**src/rtl/id_hazard_scoreboard.sv**
```systemverilog
// Decode-stage hazard scoreboard: tracks in-flight register writers and produces forwarding selects and load-use stalls.
// Optional macro STALL_CNT_EN builds a saturating load-use stall cycle counter on stall_cycles.
module id_hazard_scoreboard #(
  parameter int NUM_FWD_STAGES = 3,
  parameter int REG_IDX_W      = 5,
  parameter int LOAD_LAT       = 1,
  parameter int SEL_W          = $clog2(NUM_FWD_STAGES + 1)
) (
  input  logic                 clk,
  input  logic                 rst,
  input  logic                 id_valid_inst,
  input  logic [REG_IDX_W-1:0] id_rs1_idx,
  input  logic [REG_IDX_W-1:0] id_rs2_idx,
  input  logic                 id_rs1_used,
  input  logic                 id_rs2_used,
  input  logic                 id_reg_wr,
  input  logic [REG_IDX_W-1:0] id_dest_idx,
  input  logic                 id_rd_mem,
  input  logic                 flush,
  input  logic                 pipe_hold,
  output logic [SEL_W-1:0]     fwd_a_sel,
  output logic [SEL_W-1:0]     fwd_b_sel,
  output logic                 id_stall,
  output logic                 issue_valid,
  output logic [SEL_W-1:0]     inflight_cnt,
  output logic [31:0]          stall_cycles
);

  logic [NUM_FWD_STAGES-1:0] slot_valid;
  logic [NUM_FWD_STAGES-1:0] slot_load;
  logic [REG_IDX_W-1:0]      slot_dest [NUM_FWD_STAGES];

  logic lu_a;
  logic lu_b;
  logic load_use;
  logic alloc;

  // Walk from oldest to youngest so the lowest matching slot overwrites any older match.
  always_comb begin
    fwd_a_sel = '0;
    fwd_b_sel = '0;
    lu_a      = 1'b0;
    lu_b      = 1'b0;
    for (int k = NUM_FWD_STAGES - 1; k >= 0; k--) begin
      if (slot_valid[k] && (slot_dest[k] == id_rs1_idx) && (id_rs1_idx != '0) &&
          id_rs1_used && id_valid_inst) begin
        fwd_a_sel = SEL_W'(k + 1);
        lu_a      = slot_load[k] && (k < LOAD_LAT);
      end
      if (slot_valid[k] && (slot_dest[k] == id_rs2_idx) && (id_rs2_idx != '0) &&
          id_rs2_used && id_valid_inst) begin
        fwd_b_sel = SEL_W'(k + 1);
        lu_b      = slot_load[k] && (k < LOAD_LAT);
      end
    end
  end

  always_comb begin
    inflight_cnt = '0;
    for (int k = 0; k < NUM_FWD_STAGES; k++) begin
      inflight_cnt = inflight_cnt + SEL_W'(slot_valid[k]);
    end
  end

  assign load_use    = lu_a | lu_b;
  assign id_stall    = pipe_hold | (load_use & ~flush);
  assign issue_valid = id_valid_inst & ~flush & ~id_stall;
  assign alloc       = issue_valid & id_reg_wr & (id_dest_idx != '0);

  // A downstream hold freezes every slot; otherwise the scoreboard shifts one stage toward WB.
  always_ff @(posedge clk) begin
    if (rst) begin
      slot_valid <= '0;
      slot_load  <= '0;
      for (int k = 0; k < NUM_FWD_STAGES; k++) begin
        slot_dest[k] <= '0;
      end
    end else if (!pipe_hold) begin
      for (int k = NUM_FWD_STAGES - 1; k >= 1; k--) begin
        slot_valid[k] <= slot_valid[k-1];
        slot_load[k]  <= slot_load[k-1];
        slot_dest[k]  <= slot_dest[k-1];
      end
      slot_valid[0] <= alloc;
      slot_load[0]  <= alloc & id_rd_mem;
      slot_dest[0]  <= id_dest_idx;
    end
  end

`ifdef STALL_CNT_EN
  logic [31:0] stall_cnt;

  always_ff @(posedge clk) begin
    if (rst) begin
      stall_cnt <= '0;
    end else if (load_use && !flush && !pipe_hold && (stall_cnt != 32'hFFFF_FFFF)) begin
      stall_cnt <= stall_cnt + 32'd1;
    end
  end

  assign stall_cycles = stall_cnt;
`else
  assign stall_cycles = 32'd0;
`endif

endmodule

```
**config.mk**
```make
export PLATFORM = sky130hd
export DESIGN_NAME = id_hazard_scoreboard
export DESIGN_NICKNAME = d
export VERILOG_FILES = /design/src/rtl/id_hazard_scoreboard.sv
export SDC_FILE = /design/constraint.sdc
export NUM_CORES = 1
export LEC_CHECK = 0
export BUFFER_PORTS_ARGS = -buffer_cell sky130_fd_sc_hd__buf_4
export CAP_MARGIN = 20
export CORE_MARGIN = 3
export CORE_UTILIZATION = 30
export CTS_CLUSTER_SIZE = 30
export DETAILED_ROUTE_END_ITERATION = 7
export PLACE_DENSITY = 0.56
export SLEW_MARGIN = 25
export SYNTH_ARGS = -nofsm -noshare
export SYNTH_HDL_FRONTEND = slang
export SYNTH_SLANG_ARGS = --single-unit
```
**constraint.sdc**
```tcl
create_clock -name clk -period 1.7 [get_ports clk]
set_clock_uncertainty 0.05 [all_clocks]
set_input_delay 0.255 -clock clk [delete_from_list [all_inputs] [get_ports clk]]
set_output_delay 0.255 -clock clk [all_outputs]
set_load 0.01 [all_outputs]
```
==> flow_metrics.env <==
export IMPL_yosysSeqAreaShare_pct=36.2
export IMPL_yosys_area_top_type="edfxtp_1"
export IMPL_power_density_nw_per_um2=598
export IMPL_clk_latency_ns=0.25
export IMPL_wl_met1_mm=1.45
export IMPL_routed_wl_mm=3.14
export IMPL_timing_fmax_mhz=469
export IMPL_setup_viol=6
export IMPL_synth_cells=145
export IMPL_grt_usage_pct=10.8
export IMPL_worst_ep_required_time_ns=1.39
export IMPL_finalPower_mw=1.14
export IMPL_cp_arrival_ns=1.83
export IMPL_outcome="complete, but fails checks"
export IMPL_syn2layout_area_growth_pct=29.9
export IMPL_dp_slack_ns=-0.326
export IMPL_avgSynthCellArea_um2=10.1
export IMPL_final_nets=223
export IMPL_yosysMostFrequentCell="buf_4"
export IMPL_antenna_found_initial=0
export IMPL_finalMaxSlewViolations=0
export IMPL_start_util_pct=32.3
export IMPL_htreeDepth=1
export IMPL_fin_crit_ns=2.13
export IMPL_dieHeight_um=75.9
export IMPL_grt_pass1_vias=981
export IMPL_synth_common_cells="buf_4, xnor2_1, and2_1, edfxtp_1, xor2_1"
export IMPL_violations="negative setup slack"
export IMPL_grt_start_max_net_pins=16
export IMPL_highest_layer="met4"
export IMPL_min_period_over_period_pct=125
export IMPL_end_kind="output pin"
export IMPL_ys_ff_latch=19
export IMPL_synth_warnings=0
export IMPL_met2WireLength_mm=1.44
export IMPL_p_leak_nw=0.830
export IMPL_critPathKind="flip-flop to output pin"
export IMPL_grt_pass1_wl_mm=4.62
export IMPL_synthFlopType="edfxtp_1"
export IMPL_drc_errors=0
export IMPL_vdd_drop_max_mv=0.297
export IMPL_design_die_area_um2=5750
export IMPL_dieWidth_um=75.9
export IMPL_wl_per_cell_um=12.0
export IMPL_synthTopCellsByArea="edfxtp_1, buf_4, xnor2_1"
export IMPL_n_antenna_cell=0
export IMPL_clk_pin_slew_ns=0.07
export IMPL_via_count=1071
export IMPL_drtAntennaViolNets=0
export IMPL_dp_hpwl_mm=2.58
export IMPL_cts_made_buffers=3
export IMPL_fin_ws_ns=-0.433
export IMPL_hold_viol=0
export IMPL_cts_buffer_depth=2
export IMPL_core_area_um2=4530
export IMPL_root_buffer="clkbuf_8"
export IMPL_netlist_area_um2=1460
export IMPL_drt_first_iter_violations=32
export IMPL_grt_ovfl_total=0
export IMPL_netlist_area_leader_share_pct=30.8
export IMPL_rsz0062_at_grt="yes"
export IMPL_maxCapViolCount=0
export IMPL_rows=24
export IMPL_nFillCells=479
export IMPL_critPathLaunchType="flip-flop"
export IMPL_cp_max_fo=3
export IMPL_min_path_type="input port to flip-flop"
export IMPL_synth_edf_count=15
export IMPL_ys_async_sr_fraction_pct=0
export IMPL_wl_met3_um=200
export IMPL_io_pins=64
export IMPL_synthDistinctLibCells=36
export IMPL_drt_pre_antenna_iters=4
export IMPL_viasPerCell=4.09
export IMPL_gp_congestion=0.815
export IMPL_cts_tree="yes"
export IMPL_layout_drive_gt1_share_pct=33.0
export IMPL_cts_sinks=19
export IMPL_port_buffers=31
layer usage:
metal / GRT usage, % / vias to the layer above
met2: 16.5 / 40
met1: 15.6 / 483
met5: 0 / -
li1: - / 542
met4: 3.50 / 0
met3: 1.32 / 6
report_power, final:
| group | switching [mW] | internal (mW) | total, mW |
|---|---|---|---|
| registers | 0.0285 | 0.531 | 0.560 |
| logic | 0.134 | 0.138 | 0.272 |
| clock network | 0.139 | 0.166 | 0.305 |
repair_timing:
action | in CTS | in global routing
endpoints found under the setup margin | 6 | 6
resized for setup | 5 | 3
buffers inserted | 1 | 0
hold endpoints to repair | 0 | 0
pin swaps | 3 | 4
hold buffers | 0 | 0
path summary, 6_finish.rpt:
check	start	end	slack (ns)	depth (start not counted)
max	slot_dest[0][3]	fwd_a_sel[1]	-0.43	6
min	rst	slot_valid[1]	0.14	2
max reg2reg	slot_dest[0][3]	slot_load[0]	0.16	5
min reg2reg	slot_load[0]	slot_valid[0]	0.49	2
flip-flops by register name (all words and copies together), names as in the netlist:
register and cells:
slot_dest 15, slot_load 1, slot_valid 3
cell usage in the layout (no fill, tap or decap), types with 2 or more instances in the layout:
cell type,synthesis,routed
buf_6,0,3
nor4_2,0,2
nand2_1,4,4
clkbuf_8,0,3
a31oi_1,2,2
buf_4,32,47
edfxtp_1,15,15
and2_1,15,15
mux2i_1,2,2
nor2_1,5,5
dfxtp_1,4,4
or4_1,2,2
xor2_1,8,8
xnor2_1,22,22
nor3_1,3,3
nand4_1,4,4
nor2b_1,2,2
conb_1,1,32
metrics by stage:
stage          instance area (um^2)  TNS [ns]  hold WS [ns]  util (%)  std cells
3_3_place_gp                   1810     -1.66         0.409      39.8        257
6_report                       1900     -2.20         0.141      41.9        262
2_1_floorplan                  1580    -0.191         0.277         -        176
3_5_place_dp                   1810     -1.64         0.403      39.8        257
4_1_cts                        1890     -2.29         0.133      41.6        262
5_1_grt                        1900     -2.88         0.131      41.9        262
layout make-up:
| type | instances | area (um^2) | share of cell area, % |
|---|---|---|---|
| tap | 65 | 81.3 | 4.28 |
| sequential | 19 | 531 | 27.9 |
| timing repair buffer | 51 | 407 | 21.4 |
| clock buffer | 4 | 45.0 | 2.37 |
| multi-input combinational | 122 | 835 | 43.9 |
| inverter | 1 | 3.75 | 0.197 |
worst max-delay path: stages (launching register included):
cell      delay (ns)
edfxtp_1        0.45
xor2_1          0.18
nor4_2          0.31
nand4b_1        0.18
buf_4           0.17
a21boi_2        0.14
buf_4           0.14
logic make-up after synthesis:
group                      synth area share [%]
other                                     0.256
AOI/OAI and AO/OA                          6.75
buffers and inverters                      17.2
adders and majority gates                  1.37
DFF                                        36.2
xor gates and xnor gates                   17.9
muxes                                      1.37
and+or+nand+nor                            18.9
Note: power is estimated with default switching activity, not from simulation.
